[src/rtl/pixel_burst_writer.sv]
// pixel_burst_writer: drains RGB565 pixels from the camera FIFO and writes them
// to SDRAM as fixed-length bursts at linearly increasing frame-buffer addresses.
module pixel_burst_writer #(
  parameter int unsigned DATA_W      = 16,
  parameter int unsigned CNT_W       = 10,
  parameter int unsigned ADDR_W      = 24,
  parameter int unsigned BURST_LEN   = 16,
  parameter int unsigned FRAME_WORDS = 307200,
  parameter int unsigned BASE_ADDR   = 0
) (
  input  logic              clk,
  input  logic              rst_n,
  input  logic              enable,
  input  logic              frame_start,
  input  logic [CNT_W-1:0]  data_count_r,
  input  logic [DATA_W-1:0] fifo_dout,
  output logic              rd_en,
  output logic              sd_wr_req,
  input  logic              sd_wr_ack,
  output logic [ADDR_W-1:0] sd_wr_addr,
  output logic [DATA_W-1:0] sd_wr_data,
  output logic              sd_wr_valid,
  input  logic              sd_wr_ready,
  output logic              busy,
  output logic              frame_done
);

  localparam int unsigned OFF_W = $clog2(FRAME_WORDS + 1);
  localparam int unsigned RC_W  = $clog2(BURST_LEN + 1);

  localparam logic [ADDR_W-1:0] BASE      = ADDR_W'(BASE_ADDR);
  localparam logic [ADDR_W-1:0] ADDR_STEP = ADDR_W'(BURST_LEN);
  localparam logic [OFF_W-1:0]  OFF_STEP  = OFF_W'(BURST_LEN);
  localparam logic [OFF_W-1:0]  OFF_END   = OFF_W'(FRAME_WORDS);
  localparam logic [RC_W-1:0]   RC_FULL   = RC_W'(BURST_LEN);
  localparam logic [RC_W-1:0]   RC_LAST   = RC_W'(BURST_LEN - 1);
  localparam logic [CNT_W-1:0]  CNT_THR   = CNT_W'(BURST_LEN);

  typedef enum logic [1:0] {IDLE, REQ, XFER, DONE} state_t;

  state_t              state, state_n;
  logic [ADDR_W-1:0]   addr;
  logic [OFF_W-1:0]    offset;
  logic [OFF_W-1:0]    next_off;
  logic                wrap;
  logic                fs_pend;
  logic                fs_hit;
  logic [RC_W-1:0]     rd_cnt;
  logic [RC_W-1:0]     wr_cnt;
  logic                inflight;
  logic [DATA_W-1:0]   buf_q [0:1];
  logic [1:0]          buf_cnt;
  logic                head;
  logic                tail;
  logic                pop;
  logic [2:0]          occ;

  assign next_off = offset + OFF_STEP;
  assign wrap     = (next_off == OFF_END);
  assign fs_hit   = fs_pend | frame_start;
  assign tail     = head ^ buf_cnt[0];

  // State register
  always_ff @(posedge clk or negedge rst_n) begin
    if (!rst_n) state <= IDLE;
    else        state <= state_n;
  end

  // Next-state decode and all outputs
  always_comb begin
    state_n     = state;
    rd_en       = 1'b0;
    sd_wr_req   = 1'b0;
    sd_wr_addr  = '0;
    sd_wr_valid = 1'b0;
    sd_wr_data  = '0;
    busy        = (state != IDLE);
    frame_done  = 1'b0;
    pop         = 1'b0;
    occ         = '0;
    case (state)
      IDLE: begin
        if (enable && (data_count_r >= CNT_THR)) state_n = REQ;
      end
      REQ: begin
        sd_wr_req  = 1'b1;
        sd_wr_addr = addr;
        if (sd_wr_ack) state_n = XFER;
      end
      XFER: begin
        sd_wr_valid = (buf_cnt != 2'd0);
        sd_wr_data  = sd_wr_valid ? buf_q[head] : '0;
        pop         = sd_wr_valid && sd_wr_ready;
        // Occupancy credits this cycle's pop so rd_en can stay high back-to-back
        // while the sink accepts every cycle; the buffer still never exceeds 2.
        occ         = {1'b0, buf_cnt} + {2'b0, inflight} - {2'b0, pop};
        rd_en       = (rd_cnt < RC_FULL) && (occ < 3'd2);
        if (pop && (wr_cnt == RC_LAST)) state_n = DONE;
      end
      DONE: begin
        frame_done = !fs_hit && wrap;
        state_n    = IDLE;
      end
      default: state_n = IDLE;
    endcase
  end

  // Address/offset tracking, burst counters and skid buffer
  always_ff @(posedge clk or negedge rst_n) begin
    if (!rst_n) begin
      addr     <= BASE;
      offset   <= '0;
      fs_pend  <= 1'b0;
      rd_cnt   <= '0;
      wr_cnt   <= '0;
      inflight <= 1'b0;
      buf_q[0] <= '0;
      buf_q[1] <= '0;
      buf_cnt  <= '0;
      head     <= 1'b0;
    end else begin
      inflight <= rd_en;
      if (inflight) buf_q[tail] <= fifo_dout;
      buf_cnt <= buf_cnt + {1'b0, inflight} - {1'b0, pop};
      if (pop) head <= ~head;
      if (rd_en) rd_cnt <= rd_cnt + 1'b1;
      if (pop)   wr_cnt <= wr_cnt + 1'b1;
      case (state)
        IDLE: begin
          rd_cnt <= '0;
          wr_cnt <= '0;
          if (frame_start) begin
            addr   <= BASE;
            offset <= '0;
          end
        end
        REQ, XFER: begin
          if (frame_start) fs_pend <= 1'b1;
        end
        DONE: begin
          fs_pend <= 1'b0;
          if (fs_hit || wrap) begin
            addr   <= BASE;
            offset <= '0;
          end else begin
            addr   <= addr + ADDR_STEP;
            offset <= next_off;
          end
        end
        default: ;
      endcase
    end
  end

endmodule

[config.mk]
export PLATFORM = sky130hd
export DESIGN_NAME = pixel_burst_writer
export DESIGN_NICKNAME = d
export VERILOG_FILES = /design/src/rtl/pixel_burst_writer.sv
export SDC_FILE = /design/constraint.sdc
export NUM_CORES = 1
export LEC_CHECK = 0
export CORE_MARGIN = 4
export CORE_UTILIZATION = 58
export DETAILED_ROUTE_END_ITERATION = 6
export GPL_ROUTABILITY_DRIVEN = 0
export GPL_TIMING_DRIVEN = 0
export PLACE_DENSITY = 0.88
export SYNTH_ARGS = -nofsm -noshare
export SYNTH_HDL_FRONTEND = slang
export SYNTH_SLANG_ARGS = --single-unit
[constraint.sdc]
create_clock -name clk -period 8.05 [get_ports clk]
set_input_delay 1.2075 -clock clk [delete_from_list [all_inputs] [get_ports clk]]
set_output_delay 1.2075 -clock clk [all_outputs]
set_load 0.02 [all_outputs]
==> flow_summary.json, run 1 <==
{
  "synth_flop_cell": "dfrtp_1",
  "holdWs_ns": 0.508,
  "ys_async_sr_fraction_pct": 100,
  "reg2reg_slack_ns": 5.14,
  "yosysTopAreaCellShare_pct": 43.4,
  "core_um2": 8180,
  "period_share_pct": 66.8,
  "timing.final.max_slew_violations": 0,
  "avgRoutedWirePerCell_um": 17.3,
  "skew_ns": 0.0104,
  "grt_pass1_wl_mm": 19.6,
  "worst-path-buf-inv": 2,
  "p_total_mw": 1.54,
  "cp_top_family": "buffers and inverters",
  "ys_warn_count": 0,
  "synth-edff-count": 0,
  "fin_crit_ns": 5.38,
  "syn-cell-area_um2": 4840,
  "cts_buffers": 9,
  "synthesis.instances": 486,
  "wl_mm": 11.8,
  "reg2reg_to": "rd_cnt[3]",
  "die_h_um": 99.4,
  "yosysUniqueCellTypes": 66,
  "syn_to_final_growth_pct": 21.3,
  "ctsResizeCount": 0,
  "dp_hpwl_mm": 8.54,
  "drt-initial-drc-count": 268,
  "worstHoldPathType": "reg2reg",
  "hold_end": "buf_q[19]",
  "status": "completed",
  "top_level_ports": 77,
  "clockRootBuffer": "clkbuf_8",
  "power_density_nw_per_um2": 262,
  "setup_viol": 0,
  "track_usage_pct": 24.6,
  "hold_depth": 1,
  "n_antenna_cell": 0,
  "grt_pass1_vias": 4174,
  "crit_path_end_kind": "primary output",
  "tns_ns": 0,
  "crit_slowest_cell": "clkdlybuf4s50_1",
  "seq_area_frac_synth_pct": 43.4,
  "cpMostUsedCell": "clkdlybuf4s50_1",
  "pre_cts_ws_ns": 2.65,
  "cts_sinks": 84,
  "reg2reg_depth": 9,
  "postLayoutCoreUtil_pct": 71.9,
  "cts_tree": "built",
  "start_util_pct": 59.2,
  "dr.pass1.iters": 5,
  "fmax_mhz": 186,
  "h-tree-depth": 3,
  "io_buffers": 68,
  "path_cells": "clkdlybuf4s50_1 -> o21a_1 -> ha_1 -> nand2b_1 -> fa_1 -> xor2_1 -> nor3_1 -> clkdlybuf4s50_1",
  "die_w_um": 99.4,
  "clockBufferDepth": 2,
  "r2r_start": "buf_cnt[1]",
  "layout_common_cells": "dfrtp_1, clkdlybuf4s50_1, nand2_1",
  "synth_area_leaders": "dfrtp_1, mux2_2, nand2_1, mux2i_1, ha_1",
  "detail-route-antenna-nets": 0,
  "slew_headroom_pct": 41.9,
  "drive_gt1_share_pct": 13.6,
  "finalHoldViolations": 0,
  "leakagePower_nw": 2.51,
  "min_from": "buf_q[19]",
  "grt_max_degree": 65,
  "critPathLaunchType": "input port",
  "cpPeakStageDelay_ns": 0.74,
  "post-cts-setup-buffer-count": 0,
  "antenna_found_initial": 0,
  "final_common_cell": "dfrtp_1",
  "max_cap_violations": 0,
  "drcViolationCount": 0,
  "clk_pin_slew_worst_paths_ns": 0.08,
  "tightest_slew_ns": 0.848,
  "syn_area_per_cell_um2": 9.97,
  "vias_per_cell": 6.11,
  "nets": 615,
  "cts_hold_buf": 0,
  "synth_top_area_cell": "dfrtp_1",
  "ir_drop_v": 0.000113,
  "ys_ff_latch": 84,
  "crit_type": "in2out",
  "vias": 4152,
  "rsz0062_at_grt": "no",
  "fin_ws_ns": 2.67,
  "die_area_um2": 9880,
  "cp.required_ns": 6.84,
  "overflow": 0,
  "cp_max_fo": 7,
  "crit_arrival_ns": 4.17,
  "num_rows": 33,
  "clkLatencyLatePin_ns": 0.36
}
-- report_power, final --
part	total [mW]	leakage (nW)	internal, mW	switching, mW
clock	0.287	0.0933	0.123	0.164
combinational	0.638	1.33	0.297	0.341
sequential	0.614	1.08	0.537	0.0767
-- registers in the layout, summed over array words and instances (netlist names) --
signal / cells
wr_cnt: 5
buf_cnt: 2
inflight: 1
state: 2
addr: 20
buf_q: 32
offset: 15
head: 1
rd_cnt: 5
fs_pend: 1
-- worst max-delay path by stage --
| stage | startpoint | slack, ns | cells past startpoint | endpoint |
|---|---|---|---|---|
| finish | sd_wr_ready | 2.67 | 8 | rd_en |
| global route | sd_wr_ready | 2.52 | 8 | rd_en |
| CTS | sd_wr_ready | 2.65 | 8 | rd_en |
| detailed placement | sd_wr_ready | 2.65 | 8 | rd_en |
| global placement | sd_wr_ready | 2.70 | 8 | rd_en |
| floorplan | sd_wr_ready | 3.76 | 6 | rd_en |
-- final cells by class --
| class | count | area [um2] |
|---|---|---|
| Multi-Input combinational cell | 363 | 2550 |
| Fill cell | 596 | 2300 |
| Sequential cell | 84 | 2100 |
| Timing Repair Buffer | 69 | 706 |
| Buffer | 29 | 150 |
| Clock buffer | 10 | 138 |
| Tap cell | 105 | 131 |
| Inverter | 13 | 48.8 |
| Clock inverter | 6 | 47.5 |
-- Yosys cell counts, types with 2 or more instances --
cell type,instances
mux2i_1,19
a221oi_1,12
dfrtp_1,84
nor4_1,3
o221ai_1,2
o211ai_1,6
clkbuf_1,14
o311ai_0,3
nor2b_1,2
or4_1,3
or2_2,7
nand2b_1,2
nand3b_1,4
a211o_1,2
nand3_1,13
nor4b_1,2
xnor2_1,8
a211oi_1,2
nand2_1,56
buf_2,2
o31ai_1,5
ha_1,13
and2_1,23
inv_1,13
buf_1,3
nand4_1,10
nor2_1,35
buf_4,8
a31oi_1,4
xor2_1,7
o211a_1,2
mux2_2,32
and4b_1,2
or3_1,4
and3_1,6
o41ai_1,3
a21o_1,8
a22o_1,3
a21oi_1,3
o2111ai_1,2
o21ai_0,19
nor3_1,11
-- metal layers --
metal | wire length, um | GRT usage, %
met5 | 0 | 0
met4 | 190 | 9.35
met3 | 807 | 4.00
met2 | 5790 | 40.8
met1 | 4970 | 32.5
-- per-stage QoR --
| stage | instance area, um2 | cells |
|---|---|---|
| after floorplan | 4850 | 489 |
| after global placement | 5670 | 662 |
| after detailed placement | 5690 | 663 |
| after CTS | 5880 | 679 |
| after global routing | 5880 | 679 |
| final | 5880 | 679 |
-- cell families (layout without fill, tap and decap cells) --
| kind of cell | after synthesis | in the layout | synth area share [%] |
|---|---|---|---|
| AOI/OAI and AO/OA | 86 | 86 | 13.2 |
| xor gates and xnor gates | 16 | 16 | 3.05 |
| adders and majority gates | 14 | 14 | 3.77 |
| buffers and inverters | 42 | 127 | 4.11 |
| DFF | 84 | 84 | 43.4 |
| muxes | 51 | 51 | 11.4 |
| other | 1 | 4 | 0.0774 |
| and+or+nand+nor | 192 | 192 | 21.0 |
Power figures use the tool's default switching activity.
==> inputs of run 2 (changes only) <==
--- a/config.mk
+++ b/config.mk
@@ -6,11 +6,11 @@
 export NUM_CORES = 1
 export LEC_CHECK = 0
 export CORE_MARGIN = 4
-export CORE_UTILIZATION = 58
+export CORE_UTILIZATION = 54
 export DETAILED_ROUTE_END_ITERATION = 6
 export GPL_ROUTABILITY_DRIVEN = 0
 export GPL_TIMING_DRIVEN = 0
-export PLACE_DENSITY = 0.88
+export PLACE_DENSITY = 0.83
 export SYNTH_ARGS = -nofsm -noshare
 export SYNTH_HDL_FRONTEND = slang
 export SYNTH_SLANG_ARGS = --single-unit
==> constraint.sdc (replaced) <==
create_clock -name clk -period 5.2 [get_ports clk]
set_input_delay 0.78 -clock clk [delete_from_list [all_inputs] [get_ports clk]]
set_output_delay 0.78 -clock clk [all_outputs]
set_load 0.02 [all_outputs]
==> run 2 against run 1 <==
Hold slack got worse by 0.24 ns. Critical path type unchanged. Largest power group unchanged. Die area up 6.8%. Global-route usage down 1.7 points. Sequential power increased by 54%. Routed wire length down 0.90%. Cell count is 0.44% higher. Combinational power rose by 53%. Via count shrank 2.3%.
==> flow_summary.json, run 2 (same netlist as run 1, synthesis figures left out) <==
{
  "status": "completed",
  "drcViolationCount": 0,
  "drt-initial-drc-count": 245,
  "antenna_found_initial": 0,
  "leakagePower_nw": 2.52,
  "core_um2": 8720,
  "cp_top_family": "buffers and inverters",
  "vias_per_cell": 5.95,
  "postLayoutCoreUtil_pct": 67.5,
  "num_rows": 34,
  "die_w_um": 103,
  "ir_drop_v": 0.000168,
  "rsz0062_at_grt": "no",
  "reg_top3": "buf_q x32, addr x20, offset x15",
  "cts_tree": "built",
  "nets": 615,
  "clockRootBuffer": "clkbuf_8",
  "r2r_start": "buf_cnt[1]",
  "cpPeakStageDelay_ns": 0.74,
  "layout_common_cells": "dfrtp_1, clkdlybuf4s50_1, nand2_1",
  "finalHoldViolations": 0,
  "setup_viol": 0,
  "crit_slowest_cell": "clkdlybuf4s50_1",
  "cp_max_fo": 7,
  "track_usage_pct": 22.9,
  "start_util_pct": 55.5,
  "worstHoldPathType": "in2async",
  "seqCellArea_um2": 2100,
  "tightest_slew_ns": 0.809,
  "grt_pass1_vias": 3916,
  "overflow": 0,
  "die_h_um": 103,
  "fmax_mhz": 223,
  "crit_path_end_kind": "primary output",
  "dp_hpwl_mm": 8.27,
  "avgRoutedWirePerCell_um": 17.1,
  "multiInputGateArea_um2": 2550,
  "slew_headroom_pct": 44.5,
  "clkLatencyLatePin_ns": 0.36,
  "dp.cells": 666,
  "wl_mm": 11.7,
  "grt_pass1_wl_mm": 19.2,
  "largest_reg_flops": 32,
  "cpMostUsedCell": "clkdlybuf4s50_1",
  "skew_ns": 0.0116,
  "critPathLaunchType": "input port",
  "reg2reg_slack_ns": 2.38,
  "reg2reg_depth": 9,
  "timing.final.max_slew_violations": 0,
  "cts_hold_buf": 0,
  "h-tree-depth": 3,
  "die_area_um2": 10500,
  "power_density_nw_per_um2": 405,
  "io_buffers": 68,
  "clockBufferDepth": 2,
  "tns_ns": 0,
  "path_cells": "clkdlybuf4s50_1 -> o21a_1 -> ha_1 -> nand2b_1 -> fa_1 -> xor2_1 -> nor3_1 -> clkdlybuf4s50_1",
  "reg2reg_to": "rd_cnt[3]",
  "final_common_cell": "dfrtp_1",
  "critPathLaunch": "sd_wr_ready",
  "largest-register": "buf_q",
  "vias": 4057,
  "postLayoutCellArea_um2": 5890,
  "place_area_um2": 5700,
  "clk_pin_slew_worst_paths_ns": 0.10,
  "ctsResizeCount": 0,
  "period_share_pct": 86.4,
  "crit_arrival_ns": 3.71,
  "n_antenna_cell": 0,
  "fillers": 687,
  "stdcell_count": 682,
  "worst-path-buf-inv": 2,
  "detail-route-antenna-nets": 0,
  "post-cts-setup-buffer-count": 0,
  "top_level_ports": 77,
  "crit_type": "in2out",
  "dr.pass1.iters": 5,
  "max_cap_violations": 0,
  "syn_to_final_growth_pct": 21.6,
  "drive_gt1_share_pct": 13.6,
  "cts_buffers": 9,
  "grt_max_degree": 72,
  "fin_crit_ns": 4.49,
  "cts_sinks": 84,
  "cp.required_ns": 4.42
}
[run 2: worst max-delay path by stage]
stage	to	cells past startpoint
2_1_floorplan	rd_en	6
3_3_place_gp	addr[18]	1
3_5_place_dp	rd_en	8
4_1_cts	rd_en	8
5_1_grt	rd_en	8
6_report	rd_en	8
[run 2: power by group]
part           internal (mW)  switching [mW]  total [mW]
registers              0.832           0.116       0.948
clock network          0.196           0.260       0.457
logic                  0.458           0.520       0.979
[run 2: final cells by class]
type / count / area share (%)
plain buffers: 29 / 2.55
flip-flops and latches: 84 / 35.7
well taps: 108 / 2.29
inverters: 13 / 0.829
multi-input cells: 363 / 43.4
clock inverters: 6 / 0.935
repair buffers: 69 / 12.0
clock buffers: 10 / 2.34
[run 2: metal layers]
metal  track usage [%]  part of all wire [%]  routed length (um)
met2              37.4                    47                5530
met4              5.95                   1.4                 158
met5                 0                     0                   0
met1              31.9                    43                5050
met3              3.72                   7.9                 915
[run 2: stage by stage]
| stage | worst slack (ns) | hold slack [ns] | power (mW) |
|---|---|---|---|
| floorplan | 1.76 | 0.460 | 1.60 |
| global placement | 0.408 | 0.482 | 1.89 |
| detailed placement | 0.696 | 0.494 | 1.95 |
| CTS | 0.686 | 0.262 | 2.40 |
| global route | 0.483 | 0.265 | 2.54 |
| finish | 0.708 | 0.270 | 2.38 |
